**src/rtl/pcie_ats_inv_requester.sv**
```systemverilog
// pcie_ats_inv_requester: issues PCIe ATS invalidate requests on RQ and retires them from CQ completions.
// Ports: cmd_* invalidate command in; rq_axis_* request stream out; cq_axis_* passive completion tap;
// inv_done/done_itag/spurious/timeout single-cycle status pulses; outstanding_cnt/idle occupancy.
// Define PCIE_ATS_INV_TIMEOUT_EN to build the outstanding timer that drops all ITags after TIMEOUT_CYCLES.
module pcie_ats_inv_requester #(
  parameter int AXIS_DATA_WIDTH = 512,
  parameter int AXIS_TUSER_WIDTH = 229,
  parameter int RQ_AXIS_TUSER_W = 183,
  parameter logic [7:0] INV_REQ_CODE = 8'h14,
  parameter logic [7:0] INV_CPL_CODE = 8'h30,
  parameter int TIMEOUT_CYCLES = 1000000
) (
  input  logic                         clk,
  input  logic                         rst,
  input  logic                         cmd_valid,
  output logic                         cmd_ready,
  input  logic [63:0]                  cmd_addr,
  input  logic                         cmd_s,
  input  logic [15:0]                  cmd_dest_id,
  input  logic [15:0]                  req_id,
  output logic [AXIS_DATA_WIDTH-1:0]   rq_axis_tdata,
  output logic [AXIS_DATA_WIDTH/8-1:0] rq_axis_tkeep,
  output logic                         rq_axis_tvalid,
  output logic                         rq_axis_tlast,
  output logic [RQ_AXIS_TUSER_W-1:0]   rq_axis_tuser,
  input  logic                         rq_axis_tready,
  input  logic [AXIS_DATA_WIDTH-1:0]   cq_axis_tdata,
  input  logic [AXIS_DATA_WIDTH/8-1:0] cq_axis_tkeep,
  input  logic                         cq_axis_tvalid,
  input  logic                         cq_axis_tready,
  input  logic [AXIS_TUSER_WIDTH-1:0]  cq_axis_tuser,
  output logic                         inv_done,
  output logic [4:0]                   done_itag,
  output logic                         spurious,
  output logic                         timeout,
  output logic [5:0]                   outstanding_cnt,
  output logic                         idle
);
  localparam int KEEP_W = AXIS_DATA_WIDTH / 8;
  localparam logic [KEEP_W-1:0] KEEP = KEEP_W'(64'h0000_0000_00FF_FFFF);
  typedef enum logic {IDLE, SEND} state_t;
  state_t state_q, state_d;
  logic [31:0] bitmap_q, bitmap_d, set_mask, clr_mask;
  logic [4:0] itag_q, itag_d, alloc_tag, cpl_tag;
  logic [51:0] addr_q, addr_d;
  logic s_q, s_d;
  logic [15:0] dest_q, dest_d;
  logic [5:0] cnt_q, cnt_d;
  logic done_q, spur_q;
  logic [4:0] done_itag_q;
  logic cmd_fire, cpl_hit, cpl_ok, send, hit;
  wire unused_ok = ^{cq_axis_tdata, cq_axis_tkeep, cq_axis_tuser, 32'(TIMEOUT_CYCLES)};
  always_ff @(posedge clk)
    state_q <= !rst ? IDLE : state_d;
  always_comb begin
    state_d = state_q;
    if (state_q == IDLE && cmd_fire) state_d = SEND;
    if (state_q == SEND && rq_axis_tready) state_d = IDLE;
  end
  always_comb begin
    send = rst && state_q == SEND;
    cmd_ready = rst && state_q == IDLE && !(&bitmap_q);
    idle = state_q == IDLE && cnt_q == 6'd0;
    rq_axis_tvalid = send;
    rq_axis_tlast = send;
    rq_axis_tkeep = send ? KEEP : '0;
    rq_axis_tdata = '0;
    rq_axis_tuser = '0;
    if (send) begin
      rq_axis_tdata[63:48] = dest_q;
      rq_axis_tdata[74:64] = 11'd2;
      rq_axis_tdata[78:75] = 4'b1110;
      rq_axis_tdata[95:80] = req_id;
      rq_axis_tdata[103:96] = {3'b0, itag_q};
      rq_axis_tdata[111:104] = INV_REQ_CODE;
      rq_axis_tdata[114:112] = 3'b010;
      rq_axis_tdata[191:128] = {addr_q, s_q, 11'b0};
      rq_axis_tuser[21:20] = 2'b01;
      rq_axis_tuser[27:26] = 2'b01;
      rq_axis_tuser[31:28] = 4'd5;
    end
  end
  // Lowest free ITag wins: scan downward so the last hit is the lowest index.
  always_comb begin
    alloc_tag = '0;
    for (int i = 31; i >= 0; i--)
      if (!bitmap_q[i]) alloc_tag = 5'(i);
  end
  // A completion is checked against the pre-allocation bitmap, so one aimed at
  // the ITag being handed out this cycle is reported as spurious.
  always_comb begin
    cmd_fire = cmd_valid && cmd_ready;
    cpl_tag = cq_axis_tdata[100:96];
    cpl_hit = cq_axis_tvalid && cq_axis_tready && |cq_axis_tuser[81:80] &&
              cq_axis_tdata[78:75] == 4'b1110 && cq_axis_tdata[111:104] == INV_CPL_CODE;
    cpl_ok = cpl_hit && bitmap_q[cpl_tag];
    set_mask = cmd_fire ? 32'd1 << alloc_tag : '0;
    clr_mask = cpl_ok ? 32'd1 << cpl_tag : '0;
    bitmap_d = hit ? set_mask : (bitmap_q | set_mask) & ~clr_mask;
    cnt_d = 6'($countones(bitmap_d));
    itag_d = cmd_fire ? alloc_tag : itag_q;
    addr_d = cmd_fire ? cmd_addr[63:12] : addr_q;
    s_d = cmd_fire ? cmd_s : s_q;
    dest_d = cmd_fire ? cmd_dest_id : dest_q;
  end
  always_ff @(posedge clk) begin
    if (!rst) begin
      bitmap_q <= '0;
      cnt_q <= '0;
      itag_q <= '0;
      addr_q <= '0;
      s_q <= 1'b0;
      dest_q <= '0;
      done_q <= 1'b0;
      done_itag_q <= '0;
      spur_q <= 1'b0;
    end else begin
      bitmap_q <= bitmap_d;
      cnt_q <= cnt_d;
      itag_q <= itag_d;
      addr_q <= addr_d;
      s_q <= s_d;
      dest_q <= dest_d;
      done_q <= cpl_ok;
      done_itag_q <= cpl_ok ? cpl_tag : '0;
      spur_q <= cpl_hit && !cpl_ok;
    end
  end
`ifdef PCIE_ATS_INV_TIMEOUT_EN
  logic [31:0] timer_q, timer_d;
  logic timeout_q;
  // A completion on the deadline cycle counts as progress and pre-empts the timeout.
  always_comb begin
    hit = cnt_q != 6'd0 && !cpl_ok && timer_q == 32'(TIMEOUT_CYCLES - 1);
    timer_d = (cnt_q == 6'd0 || cpl_ok || hit) ? '0 : timer_q + 32'd1;
  end
  always_ff @(posedge clk) begin
    timer_q <= !rst ? '0 : timer_d;
    timeout_q <= rst && hit;
  end
  assign timeout = timeout_q;
`else
  assign hit = 1'b0;
  assign timeout = 1'b0;
`endif
  assign inv_done = done_q;
  assign done_itag = done_itag_q;
  assign spurious = spur_q;
  assign outstanding_cnt = cnt_q;
endmodule

```
**config.mk**
```make
export PLATFORM = sky130hd
export DESIGN_NAME = pcie_ats_inv_requester
export DESIGN_NICKNAME = d
export VERILOG_FILES = /design/src/rtl/pcie_ats_inv_requester.sv
export SDC_FILE = /design/constraint.sdc
export NUM_CORES = 1
export LEC_CHECK = 0
export CORE_AREA = 3 3 657 659
export CTS_CLUSTER_DIAMETER = 40
export CTS_CLUSTER_SIZE = 24
export DETAILED_ROUTE_END_ITERATION = 8
export DIE_AREA = 0 0 660 662
export PLACE_DENSITY_LB_ADDON = 0.2
export SLEW_MARGIN = 20
export SYNTH_ARGS = -nofsm -noshare
export SYNTH_HDL_FRONTEND = slang
export SYNTH_SLANG_ARGS = --single-unit
```
**constraint.sdc**
```tcl
create_clock -name clk -period 9.8 [get_ports clk]
set_input_delay 2.45 -clock clk [delete_from_list [all_inputs] [get_ports clk]]
set_output_delay 2.45 -clock clk [all_outputs]
set_load 0.01 [all_outputs]
```
==> results_dict.tcl <==
set metrics [dict create \
    hold_viol_final 0 \
    ys_types 69 \
    worstPathMaxFanout 7 \
    ant_nets 0 \
    wl_met3_um 7440 \
    cts_tree "built" \
    drc 0 \
    power_density_nw_per_um2 83.2 \
    rows 240 \
    tns_ns 0 \
    grt_pass1_wl_um 78500 \
    start_util 0.0280 \
    relSlewSlack 0.471 \
    multi_input_area_um2 6490 \
    critPathRequiredTime_ns 10.23 \
    place.detailed.hpwl_um 52800 \
    cts_buffer_depth 3 \
    grt_max_degree 153 \
    ir_drop_mv 0.0724 \
    hp-class "reg -> reg" \
    gr-total-overflow 0 \
    setup_ws_ns 0.976 \
    arrival_ns 9.25 \
    placement.io_buffers 251 \
    area_growth_pct 64.3 \
    final_util 0.0460 \
    postCtsSetupRepairBufs 0 \
    ctsResizeCount 0 \
    cts_hold_buf 0 \
    core_area_um2 427000 \
    cts_buffers 25 \
    holdWs_ns 0.454 \
    layout-drive-gt1-share 0.0479 \
    outcome "completed" \
    antenna_found_initial 44 \
    wl_per_cell_um 8.70 \
    period_needed_ns 8.82 \
    start_kind "input port" \
    synth_most_common_cell "buf_4" \
    async_flop_share 0 \
    fin_nets 2647 \
    drt-total-wl_um 64500 \
    synth-seq-area-share 0.201 \
    track_usage 0.0279 \
    boundaryPins 1685 \
    die-area_um2 437000 \
    tightestPinTransition_ns 0.794 \
    grt_pass1_vias 7710 \
    insertion_delay_ns 0.56 \
    gp_congestion 0.671 \
    synthTopCellsByArea "buf_4 (42%), dfxtp_1 (20%), and3_1 (5.1%)" \
    ys.flop_type "dfxtp_1" \
    vias 8980 \
    syn_area_per_cell_um2 7.94 \
    die_w_um 660 \
    drtPass1Iterations 4 \
    synth_edf_count 0 \
    drtIter0Drc 293 \
    htreeDepth 4 \
    final_area_um2 19600 \
    seqCellArea_um2 2410 \
    postSynthCellCount 1504 \
    max_cap_violations 0 \
    cts.sinks 120 \
    nFillCells 50600 \
    fp.dieH_um 662 \
    p_leak_uw 0.00635 \
    dpl_cell_area_um2 18900 \
    fin_crit_sh 0.900 \
    finalMaxSlewViolations 0 \
    end_kind "register" \
    met1Wirelength_um 22800 \
    topRoutingLayerUsed "met4" \
    wl_met2_um 33100 \
    clockRootBuffer "clkbuf_16" \
    setup_viol 0 \
    path_clk_slew_ns 0.06 \
    synth_area_leader_cell "buf_4" \
    pre_cts_slack_ns 0.402 \
    synth_area_um2 11900 \
    viasPerCell 1.21 \
    rsz0062_at_grt "no" \
    fin_worst_skew_ns 0.0344 \
    ys_ff_latch 120 \
    synth_common_cells "buf_4 (673), nand2_1 (157), dfxtp_1 (120)" \
    clock.fmax_mhz 113 \
    yosys_warnings 0 \
    synth.top_cell.area_share 0.423 \
    criticalPathCategory "in -> reg" \
]
==> flip-flops by register name, indices dropped and copies added (netlist names) <==
signal	cells
spurious	1
dest_q	16
s_q	1
bitmap_q	32
done_itag	5
state_q	1
addr_q	52
itag_q	5
outstanding_cnt	6
inv_done	1
==> metal layers <==
metal / vias up / track usage
met3: 99 / 0.0136
met5: - / 0
li1: 4047 / -
met2: 689 / 0.0506
met4: 0 / 0.00525
met1: 4145 / 0.0291
==> cell usage in the layout, fill, tap and decap left out, types with 4 or more instances in the layout <==
cell type | netlist | layout
o211a_1 | 9 | 9
a21boi_1 | 6 | 6
a21o_1 | 6 | 6
buf_4 | 673 | 25
dfxtp_1 | 120 | 119
and3_1 | 98 | 98
nor3_1 | 4 | 4
a41o_1 | 7 | 7
nand2_1 | 157 | 157
nor2_1 | 34 | 33
o21bai_1 | 8 | 8
clkdlybuf4s50_1 | 0 | 250
a21boi_0 | 65 | 65
o211ai_1 | 5 | 5
inv_1 | 35 | 34
a21oi_1 | 12 | 12
nor3b_1 | 9 | 9
o21ai_0 | 26 | 26
fa_1 | 24 | 24
nor2b_1 | 8 | 8
and2_1 | 17 | 17
conb_1 | 1 | 635
mux4_2 | 4 | 4
a31oi_1 | 17 | 17
diode_2 | 0 | 14
ha_1 | 7 | 7
nand3_1 | 11 | 11
mux2i_1 | 9 | 9
clkbuf_16 | 0 | 25
nand4_1 | 9 | 9
==> worst max-delay path, cell delays in order <==
cell and delay (ns):
clkdlybuf4s50_1 0.41, or4b_4 0.55, or4_4 0.50, or3_1 0.52, nor2_1 0.24, or2_1 0.23, fa_1 0.46, fa_1 0.54
fa_1 0.43, fa_1 0.47, fa_1 0.50, inv_1 0.05, fa_1 0.47, ha_1 0.24, fa_1 0.45, a21o_1 0.17
a21oi_1 0.16, xnor2_1 0.07, and2_1 0.16, buf_4 0.16
==> layout make-up <==
class / instances / area share
flip-flops and latches: 120 / 0.123
diodes: 14 / 0.00178
repair buffers: 279 / 0.141
clock inverters: 1 / 0.000255
multi-input cells: 1247 / 0.331
well taps: 5687 / 0.363
clock buffers: 31 / 0.0346
inverters: 35 / 0.00669
==> cells by family (layout without fill, tap and decap cells) <==
logic type,count (synthesis),after routing,share of synthesized area
buffers and inverters,771,346,0.456
AND/OR/NAND/NOR,369,369,0.156
AO/OA/AOI/OAI,196,196,0.122
flip-flops,120,120,0.201
adder cells (fa/ha/maj),31,31,0.0476
multiplexers,14,14,0.0160
XOR/XNOR,2,2,0.00147
other,1,649,0.000314
==> power breakdown <==
| part | switching, uW | internal [uW] | total [uW] | leakage, uW |
|---|---|---|---|---|
| combinational | 206 | 89.6 | 296 | 0.00503 |
| clock | 342 | 479 | 821 | 0.000337 |
| sequential | 14.1 | 503 | 517 | 0.000975 |
| total | 562 | 1070 | 1630 | 0.00635 |
==> final timing paths <==
| path | from | end | slack (ns) | cells past startpoint |
|---|---|---|---|---|
| worst min register to register | dest_q[14]$_SDFFE_PN0P_ | dest_q[14]$_SDFFE_PN0P_ | 0.45 | 2 |
| worst min-delay path | dest_q[14]$_SDFFE_PN0P_ | dest_q[14]$_SDFFE_PN0P_ | 0.45 | 2 |
| worst max register to register | bitmap_q[13]$_SDFF_PN0_ | outstanding_cnt[4]$_SDFF_PN0_ | 2.78 | 22 |
| worst max-delay path | cq_axis_tdata[105] | outstanding_cnt[4]$_SDFF_PN0_ | 0.98 | 20 |
==> through the flow <==
stage	total power [uW]	cells
after detailed placement	828	7368
after global routing	1770	7400
after global placement	829	7368
final	1630	7414
after CTS	1730	7400
after floorplan	895	2138
Note: power is estimated with default switching activity, not from simulation.
